[config.mk]
export PLATFORM = sky130hd
export DESIGN_NAME = led_matrix_bcm_driver
export DESIGN_NICKNAME = d
export VERILOG_FILES = /design/src/rtl/led_matrix_bcm_driver.sv
export SDC_FILE = /design/constraint.sdc
export NUM_CORES = 1
export LEC_CHECK = 0
export ABC_AREA = 1
export CAP_MARGIN = 20
export CORE_MARGIN = 10
export CORE_UTILIZATION = 55
export CTS_CLUSTER_DIAMETER = 50
export DETAILED_ROUTE_END_ITERATION = 10
export DONT_BUFFER_PORTS = 1
export PLACE_DENSITY_LB_ADDON = 0.15
export SETUP_SLACK_MARGIN = 0.05
export SYNTH_ARGS = -nofsm -noshare
export SYNTH_HDL_FRONTEND = slang
export SYNTH_SLANG_ARGS = --single-unit
[constraint.sdc]
create_clock -name clk -period 5.1 [get_ports clk]
set_input_delay 0.255 -clock clk [delete_from_list [all_inputs] [get_ports clk]]
set_output_delay 0.255 -clock clk [all_outputs]
set_load 0.05 [all_outputs]
[src/rtl/led_matrix_bcm_driver.sv]
// HUB75 panel timing engine: row scanning, binary-code-modulation bit planes and
// global brightness. Display of the latched plane overlaps shifting of the next one.
module led_matrix_bcm_driver #(
   parameter int PANEL_COLS     = 64,
   parameter int SCAN_ROWS      = 32,
   parameter int COLOR_BITS     = 8,
   parameter int BASE_OE_CYCLES = 4,
   parameter int BLANK_CYCLES   = 2,
   localparam int COL_W   = $clog2(PANEL_COLS),
   localparam int ROW_W   = $clog2(SCAN_ROWS),
   localparam int PLANE_W = (COLOR_BITS > 1) ? $clog2(COLOR_BITS) : 1
) (
   input  logic               clk,
   input  logic               rst,
   input  logic               prescaler_enable,
   input  logic               prescaler_bypass,
   input  logic [7:0]         brightness,
   output logic [COL_W-1:0]   frame_column,
   output logic [ROW_W-1:0]   frame_row,
   output logic [PLANE_W-1:0] bit_plane,
   output logic               line_sync,
   output logic               frame_sync,
   output logic               matrix_clk,
   output logic               matrix_stb,
   output logic               matrix_oe_n,
   output logic [ROW_W-1:0]   matrix_addr
);
   localparam int CNT_W  = $clog2(BASE_OE_CYCLES << COLOR_BITS);
   localparam int BLK_W  = (BLANK_CYCLES > 1) ? $clog2(BLANK_CYCLES) : 1;
   localparam int PROD_W = CNT_W + 9;

   typedef enum logic [2:0] {
      S_IDLE, S_SHIFT, S_WAIT, S_BLANK, S_LATCH, S_ADDR
   } state_t;

   state_t             r_state;
   logic [COL_W-1:0]   r_col;
   logic [ROW_W-1:0]   r_row;
   logic [PLANE_W-1:0] r_plane;
   logic [PLANE_W-1:0] r_disp_plane;
   logic [ROW_W-1:0]   r_addr;
   logic [CNT_W-1:0]   r_cnt;
   logic [BLK_W-1:0]   r_blank;
   logic [7:0]         r_bright;
   logic               r_disp_valid;
   logic               r_toggle;

   logic               w_tick;
   logic               w_col_step;
   logic               w_col_last;
   logic               w_row_last;
   logic               w_plane_last;
   logic               w_blank_last;
   logic               w_cnt_expiring;
   logic [CNT_W-1:0]   w_on;
   logic [CNT_W-1:0]   w_elapsed;
   logic [8:0]         w_bright_p1;
   logic [PROD_W-1:0]  w_thr;

   assign w_tick         = prescaler_enable | prescaler_bypass;
   assign w_col_step     = prescaler_bypass | r_toggle;
   assign w_col_last     = (r_col == COL_W'(PANEL_COLS - 1));
   assign w_row_last     = (r_row == ROW_W'(SCAN_ROWS - 1));
   assign w_plane_last   = (r_plane == PLANE_W'(COLOR_BITS - 1));
   assign w_blank_last   = (r_blank == BLK_W'(BLANK_CYCLES - 1));
   // Expiring means the counter reaches zero on this tick (or already sits there).
   assign w_cnt_expiring = (r_cnt <= CNT_W'(1));
   assign w_on           = CNT_W'(BASE_OE_CYCLES) << r_disp_plane;
   assign w_elapsed      = w_on - r_cnt;
   assign w_bright_p1    = {1'b0, r_bright} + 9'd1;
   assign w_thr          = (PROD_W'(w_on) * PROD_W'(w_bright_p1)) >> 4'd8;

   assign frame_column = r_col;
   assign frame_row    = r_row;
   assign bit_plane    = r_plane;
   assign matrix_addr  = r_addr;

   // Sequencer: all motion is gated by the tick strobe.
   always_ff @(posedge clk) begin
      if (rst) begin
         r_state      <= S_IDLE;
         r_col        <= '0;
         r_row        <= '0;
         r_plane      <= '0;
         r_disp_plane <= '0;
         r_addr       <= '0;
         r_cnt        <= '0;
         r_blank      <= '0;
         r_bright     <= 8'd0;
         r_disp_valid <= 1'b0;
         r_toggle     <= 1'b0;
      end else if (w_tick) begin
         case (r_state)
            S_IDLE: begin
               r_toggle <= 1'b0;
               r_state  <= S_SHIFT;
            end
            S_SHIFT: begin
               if (r_cnt != '0) r_cnt <= r_cnt - CNT_W'(1);
               if (!prescaler_bypass) r_toggle <= ~r_toggle;
               if (w_col_step) begin
                  if (w_col_last) begin
                     r_col   <= '0;
                     r_state <= w_cnt_expiring ? S_BLANK : S_WAIT;
                  end else begin
                     r_col <= r_col + COL_W'(1);
                  end
               end
            end
            S_WAIT: begin
               if (r_cnt != '0) r_cnt <= r_cnt - CNT_W'(1);
               if (w_cnt_expiring) r_state <= S_BLANK;
            end
            S_BLANK: begin
               if (w_blank_last) begin
                  r_blank <= '0;
                  r_state <= S_LATCH;
               end else begin
                  r_blank <= r_blank + BLK_W'(1);
               end
            end
            S_LATCH: begin
               r_col        <= '0;
               r_disp_valid <= 1'b1;
               r_bright     <= brightness;
               r_disp_plane <= r_plane;
               r_addr       <= r_row;
               r_state      <= S_ADDR;
               // Plane advances first; the row steps when the plane wraps.
               if (w_plane_last) begin
                  r_plane <= '0;
                  r_row   <= w_row_last ? '0 : r_row + ROW_W'(1);
               end else begin
                  r_plane <= r_plane + PLANE_W'(1);
               end
            end
            S_ADDR: begin
               if (w_blank_last) begin
                  r_blank  <= '0;
                  r_cnt    <= w_on;
                  r_toggle <= 1'b0;
                  r_state  <= S_SHIFT;
               end else begin
                  r_blank <= r_blank + BLK_W'(1);
               end
            end
            default: r_state <= S_IDLE;
         endcase
      end
   end

   // Panel strobes decoded from the sequencer registers.
   always_comb begin
      matrix_stb = (r_state == S_LATCH);
      if (prescaler_bypass) begin
         matrix_clk = (r_state == S_SHIFT) & ~clk;
      end else begin
         matrix_clk = (r_state == S_SHIFT) & r_toggle;
      end
      if (((r_state == S_SHIFT) || (r_state == S_WAIT)) && r_disp_valid &&
          (PROD_W'(w_elapsed) < w_thr)) begin
         matrix_oe_n = 1'b0;
      end else begin
         matrix_oe_n = 1'b1;
      end
      line_sync  = ~rst & w_tick & (r_state == S_ADDR) & w_blank_last;
      frame_sync = ~rst & w_tick & (r_state == S_LATCH) & w_row_last & w_plane_last;
   end
endmodule

=== Yosys cells after proc, flatten, opt, wreduce, memory -nomap -nowiden ===
Cells that the tools add are included.

* Bits in registers: 46
* Word-level logic and storage cells: 88

* $add $sub $neg: 7
* Multiply operators: 1
* Order comparisons: 2
* Eq/ne operators: 15
* Shift operators: 1
* Mux-type cells: 21
* Bitwise operators: 13
* Reductions and logical operators: 17

{| class="wikitable"
|+ Operators with widths
! operator !! number
|-
| $mux 10 || 2
|-
| $pmux 10 s2 || 1
|-
| $mul 10x9->19 || 1
|-
| $mux 3 || 6
|-
| $pmux 3 s6 || 1
|-
| $mux 6 || 2
|-
| $ne 2x2->1 const B || 6
|-
| $pmux 6 s2 || 1
|-
| $lt 10x11->1 || 1
|-
| $le 10x1->1 const B || 1
|-
| $reduce_bool 10->1 || 1
|-
| $shl 3x3->10 const A || 1
|-
| $sub 10x1->10 const B || 1
|-
| $sub 10x10->10 || 1
|-
| $add 8x1->9 const B || 1
|-
| $eq 3x3->1 const B || 3
|-
| $and 1x1->1 || 8
|-
| $reduce_and 4->1 || 2
|-
| $add 6x1->6 const B || 1
|-
| $eq 3x2->1 const B || 2
|-
| $eq 6x6->1 const B || 1
|-
| $mux 1 || 6
|-
| $reduce_and 3->1 || 2
|-
| $reduce_and 6->1 || 1
|-
| 17 further kinds || 24
|}

=== Logic depth before layout (Yosys ltp) ===
Gate-level depths: netlist (run 1).

* Word-level depth: 5
* Depth in mapped cells: 32
* Depth with buffers taken out: 32

==> results of run 1 <==
[power groups by stage]
stage	Sequential [uW]	Combinational, uW	Clock (uW)
after global routing	562	1660	327
final	550	1450	302
after detailed placement	557	1360	8.38
after global placement	555	1310	8.38
after floorplan	541	1000	8.38
after CTS	550	1390	315
[state kept, by name (all words and copies together) (netlist names)]
register      count
r_cnt            10
r_bright          8
frame_column      6
frame_row         5
matrix_addr       5
bit_plane         3
r_disp_plane      3
r_state           3
r_blank           1
r_disp_valid      1
r_toggle          1
[path summary, 6_finish.rpt]
path,end,slack (ps)
max,matrix_oe_n,-940
min,r_bright[5]$_SDFFE_PP0P_,50
max reg2reg,frame_row[2]$_SDFFE_PP0P_,2700
min reg2reg,r_disp_valid$_SDFFE_PP0P_,480
[layout make-up]
type | count | area, sq um | share of cell area, %
well taps | 111 | 138.9 | 2.240
inverters | 133 | 501.7 | 8.093
repair buffers | 78 | 608.1 | 9.808
clock inverters | 2 | 12.51 | 0.2018
flip-flops and latches | 46 | 924.6 | 14.91
clock buffers | 9 | 123.9 | 1.998
multi-input cells | 505 | 3890 | 62.74
[cells by family after synthesis]
kind of cell	synth area share [%]
AND/OR/NAND/NOR	22.41
buffers and inverters	10.77
AO/OA/AOI/OAI	13.15
adder cells (fa/ha/maj)	30.48
flip-flops	18.06
XOR/XNOR	5.129
[routing by layer]
metal / wire, um / vias up
li1: - / 2358
met2: 6343 / 110
met3: 653 / 21
met4: 219 / 0
met5: 0 / -
met1: 5526 / 2178
[through the flow]
| step | cell area, sq um | hold WS [ps] | TNS, ps | utilization (%) |
|---|---|---|---|---|
| 4_1_cts | 6086 | 37.05 | -977.0 | 66.49 |
| 6_report | 6200 | 51.22 | -937.9 | 67.74 |
| 3_3_place_gp | 5883 | 326.9 | -578.1 | 64.28 |
| 3_5_place_dp | 5883 | 329.0 | -733.6 | 64.28 |
| 5_1_grt | 6200 | 73.18 | -1345 | 67.74 |
| 2_1_floorplan | 5238 | 436.3 | -321.5 | - |
[timing repair]
action / CTS / global route
resized for setup: 14 / 23
hold buffers: 1 / 0
buffers inserted: 2 / 2
hold endpoints to repair: 16 / 0
endpoints found under the setup margin: 1 / 1
pin swaps: 23 / 24
[worst register-to-register path, delay by kind of cell (launching register included)]
kind                   cells  cell delay [ps]
buffers and inverters      2              550
flip-flops                 1              420
AO/OA/AOI/OAI              1              260
AND/OR/NAND/NOR            4             1050
[layout by cell type (no fill, tap or decap), drive strengths merged, types with 4 or more instances in the layout]
master,n
dfxtp,46
a21oi,56
a31oi,4
clkbuf,9
xnor2,6
nand3,21
a211oi,5
nor3,23
fa,42
nor2,93
inv,133
nand2,104
buf,77
o21ai,44
nand4,7
or2,4
xor2,23
ha,57
==> flow_metrics.py, run 1 <==
metrics = {
    "final_layout": {
        "num_antenna_cells": 0,
        "areaGrowthSynthToFinish_pct": 21.60,
        "fillCellCount": 766,
        "drive_above_1_share_pct": 21.99,
        "final_cells": 884,
        "layout.nets": 883,
    },
    "global_route": {
        "grt_use_total_pct": 19.34,
        "first_global_vias": 4735,
        "antenna_found_initial": 0,
        "top_usage_layer": "met2",
        "grt_pass1_wl_um": 21270,
        "gr-usage-met1_pct": 22.87,
        "grt_use_met2_pct": 34.05,
        "grt_max_degree": 32,
        "grt.overflow.total": 0,
        "met3_usage_pct": 3.647,
    },
    "power_and_ir_drop": {
        "p_leak_uw": 0.002997,
        "p_comb_share_pct": 63.0,
        "finalPower_uw": 2305,
        "pwr-share-seq_pct": 23.9,
        "pwr-share-clk_pct": 13.1,
        "netSwitchingPower_uw": 1125,
        "irDropWorstVdd_uv": 308.1,
        "netSwitchingFraction_pct": 48.81,
        "power.density_mw_per_mm2": 371.7,
        "p_int_uw": 1180,
    },
    "detailed_routing": {
        "drt_first_iter_violations": 349,
        "remaining_drc_errors": 0,
        "wl_per_cell_um": 14.41,
        "vias": 4667,
        "drt_wl_total_um": 12740,
        "viasPerCell": 5.279,
        "ant_nets": 0,
        "first_pass_iters": 4,
    },
    "synthesis": {
        "yosysWarnings": 0,
        "synthTopCellsByArea": "dfxtp_1 18%, fa_1 16%, ha_1 14%",
        "syn_inst": 694,
        "synth_top_area_cell": "dfxtp_1",
        "synth_nets": 805,
        "ys_seq_area_share_pct": 18.06,
        "synth.cell_area_sq_mm": 0.005099,
        "synthArstFlopShare_pct": 0,
        "synthMostInstantiatedCell": "inv_1",
        "yosys.cell_types.count": 42,
        "synth_edf_count": 0,
        "synth_top_area_share_pct": 18.06,
        "netlist_top_cells_count": "122 x inv_1, 100 x nand2_1, 91 x nor2_1",
        "synth_area_per_cell_sq_um": 7.347,
        "ys_ff_latch": 46,
        "ys.flop_type": "dfxtp_1",
    },
    "setup_path": {
        "crit_fanout": 3,
        "end_kind": "output pin",
        "cp_slowest_stage_delay_ps": 530,
        "worst-path-stages": 26,
        "reg2reg_depth": 7,
        "cp_common_cell": "fa_1",
        "r2r-start": "r_state[1]$_SDFFE_PP0P_",
        "cp_data_required_time_ps": 4850,
        "worstSetupStartpointType": "register",
        "cp_num_buf_inv": 5,
        "arrival_ps": 5780,
        "cp_slowest_cell": "fa_1",
        "critPathTopFamily": "adder cells",
        "critPathKind": "reg -> out",
        "crit_path_start": "r_bright[0]$_SDFFE_PP0P_",
    },
    "timing": {
        "rsz0062_at_grt": "yes",
        "finClkSkew_ps": 4.727,
        "slew_viol_final": 1,
        "min_period_ps": 6038,
        "relSlewSlack_pct": -10.01,
        "worst_slack_ps": -937.9,
        "fmax_mhz": 165.6,
        "worst_pin_slew_ps": 1640,
        "setup_viol": 1,
        "finalCritPeriodShare_pct": 118.4,
        "hold_viol": 0,
    },
    "run": {
        "cap_violations": 1,
    },
    "floorplanning": {
        "die-area_sq_mm": 0.01352,
        "die_w_um": 116.3,
        "start_util_pct": 55.71,
        "ios": 36,
        "die_h_um": 116.3,
        "num_rows": 35,
        "core_sq_mm": 0.009153,
    },
    "worst_hold_path": {
        "min_path_cells": 2,
        "hold_start": "brightness[5]",
        "hp-class": "in -> reg",
    },
    "placed_design": {
        "dp_slack_ps": -733.6,
        "dp.cells": 868,
        "gp_congestion": 0.9451,
        "io_buffers": 0,
        "hpwl_um": 10280,
    },
    "status": {
        "violations": "capacitance limit, slew limit, setup timing",
        "status": "finished, violations left",
    },
    "clock_network": {
        "clk_latency_ps": 400,
        "clkTransAtPathRegs_ps": 80,
        "tritoncts": "yes",
    },
}
Note: power is estimated with default switching activity, not from simulation.
==> run 2: changes to the inputs <==
--- a/config.mk
+++ b/config.mk
@@ -14,2 +14,3 @@
 export DONT_BUFFER_PORTS = 1
+export GPL_ROUTABILITY_DRIVEN = 0
 export PLACE_DENSITY_LB_ADDON = 0.15
==> constraint.sdc (replaced) <==
create_clock -name clk -period 5.1 [get_ports clk]
set_input_delay 0.51 -clock clk [delete_from_list [all_inputs] [get_ports clk]]
set_output_delay 0.51 -clock clk [all_outputs]
set_load 0.05 [all_outputs]
==> run 2 against run 1 <==
Against the previous run:
- count of clock-buffer cells in the layout unchanged
- critical path depth up 3
- worst setup slack worse by 190 ps
- highest routed layer unchanged
- sequential power about the same
- the flow still finishes with violations (capacitance limit, slew limit, setup timing)
- sequential share of layout area about the same
- non-clock buffer count down 2
- combinational power about the same
- largest cell class unchanged
==> flow_metrics.py, run 2 (synthesis gave the netlist of run 1 again) <==
metrics = {
    "status": {
        "status": "finished, violations left",
        "violations": "capacitance limit, slew limit, setup timing",
    },
    "setup_path": {
        "r2r-start": "r_state[1]$_SDFFE_PP0P_",
        "reg2reg_depth": 6,
        "cp_slowest_stage_delay_ps": 520,
        "arrival_ps": 5720,
        "r2r_slack_ps": 2100,
        "critPathTopFamily": "adder cells",
        "worstSetupStartpointType": "register",
        "cp_slowest_cell": "fa_1",
        "r2r-end": "frame_row[2]$_SDFFE_PP0P_",
        "critPathKind": "reg -> out",
        "cp_data_required_time_ps": 4590,
        "crit_fanout": 7,
        "end_kind": "output pin",
        "cp_num_buf_inv": 6,
    },
    "final_layout": {
        "layout_common_cells": "110 x inv_1, 92 x nand2_1, 84 x nor2_1",
        "num_antenna_cells": 0,
        "utilization_pct": 67.66,
        "drive_above_1_share_pct": 22.96,
        "multiInputGateArea_sq_mm": 0.003918,
        "layout.nets": 881,
        "areaGrowthSynthToFinish_pct": 21.45,
        "layout_commonest_cell": "inv_1",
        "register_area_sq_um": 924.6,
        "regMostFlops": "r_cnt",
        "largest_register_ffs": 10,
        "fillCellCount": 802,
    },
    "worst_hold_path": {
        "hp-class": "in -> reg",
        "min_path_cells": 1,
        "holdPathEnd": "bit_plane[2]$_SDFFE_PP0P_",
        "hold_start": "rst",
    },
    "detailed_routing": {
        "wl_per_cell_um": 14.24,
        "first_pass_iters": 4,
        "viasPerCell": 5.247,
        "drt_wl_total_um": 12560,
        "remaining_drc_errors": 0,
        "ant_nets": 0,
        "drt_first_iter_violations": 281,
        "vias": 4628,
    },
    "floorplanning": {
        "ios": 36,
        "core_sq_mm": 0.009153,
        "die_w_um": 116.3,
        "start_util_pct": 55.71,
        "die_h_um": 116.3,
        "die-area_sq_mm": 0.01352,
        "num_rows": 35,
    },
    "power_and_ir_drop": {
        "p_comb_share_pct": 62.8,
        "power.density_mw_per_mm2": 364.1,
        "netSwitchingFraction_pct": 48.90,
        "p_leak_uw": 0.002997,
        "pwr-share-seq_pct": 24.4,
        "irDropWorstVdd_uv": 291.9,
        "netSwitchingPower_uw": 1103,
        "finalPower_uw": 2255,
        "pwr-share-clk_pct": 12.8,
        "p_int_uw": 1152,
    },
    "timing": {
        "rsz0062_at_grt": "yes",
        "setup_viol": 1,
        "finClkSkew_ps": 8.299,
        "hold_viol": 0,
        "min_period_ps": 6230,
        "finalCritPeriodShare_pct": 122.2,
        "slew_viol_final": 1,
        "worst_slack_ps": -1130,
        "fmax_mhz": 160.5,
        "relSlewSlack_pct": -7.671,
        "worst_pin_slew_ps": 1605,
    },
    "clock_network": {
        "clk_latency_ps": 400,
        "clkTransAtPathRegs_ps": 90,
        "tritoncts": "yes",
    },
    "placed_design": {
        "dp_slack_ps": -1007,
        "io_buffers": 0,
        "hpwl_um": 10330,
    },
    "global_route": {
        "grt.overflow.total": 0,
        "grt_use_total_pct": 19.91,
        "grt_max_degree": 32,
        "grt_pass1_wl_um": 21970,
        "antenna_found_initial": 0,
        "first_global_vias": 4814,
    },
    "run": {
        "cap_violations": 1,
    },
}
==> run 2: metal layers <==
metal,track usage (%),up-vias,routed length [um]
met2,34.13,89,6088
met4,7.840,0,339
met5,0,-,0
met3,4.417,27,611
met1,23.65,2152,5526
li1,-,2360,-
==> run 2: worst max path at each step <==
| stage | from | end | cells after the start |
|---|---|---|---|
| global route | r_bright[1]$_SDFFE_PP0P_ | matrix_oe_n | 31 |
| CTS | r_bright[1]$_SDFFE_PP0P_ | matrix_oe_n | 30 |
| detailed placement | r_bright[1]$_SDFFE_PP0P_ | matrix_oe_n | 26 |
| floorplan | r_bright[0]$_SDFFE_PP0P_ | matrix_oe_n | 25 |
| finish | r_bright[0]$_SDFFE_PP0P_ | matrix_oe_n | 29 |
| global placement | r_bright[0]$_SDFFE_PP0P_ | matrix_oe_n | 30 |
==> run 2: layout make-up <==
type / instances / share of cell area, %
clock inverters: 2 / 0.2223
multi-input cells: 505 / 63.27
repair buffers: 76 / 9.396
well taps: 111 / 2.243
clock buffers: 9 / 1.839
flip-flops and latches: 46 / 14.93
inverters: 133 / 8.103
==> run 2: per-stage QoR <==
step	setup TNS (ps)	hold WS (ps)	instances	area [sq um]
finish	-1130	167.0	882	6192
floorplan	-576.5	436.3	694	5238
CTS	-1095	152.3	881	6146
global route	-1411	141.2	882	6192
global placement	-907.1	460.1	865	5861
detailed placement	-1007	460.8	865	5861
==> run 2: power groups by stage <==
stage	Clock [uW]	Combinational, uW	Sequential, uW
after detailed placement	8.38	1360	556
after CTS	298	1380	548
after global routing	317	1620	561
after floorplan	8.38	1000	541
after global placement	8.38	1310	554
final	288	1420	550
==> run 2: timing repair <==
action                     4_1_cts  5_1_grt
pin swaps                       25       19
hold buffers                     0        0
resized for setup               32       16
setup endpoints to repair        1        1
buffers inserted                 5        1
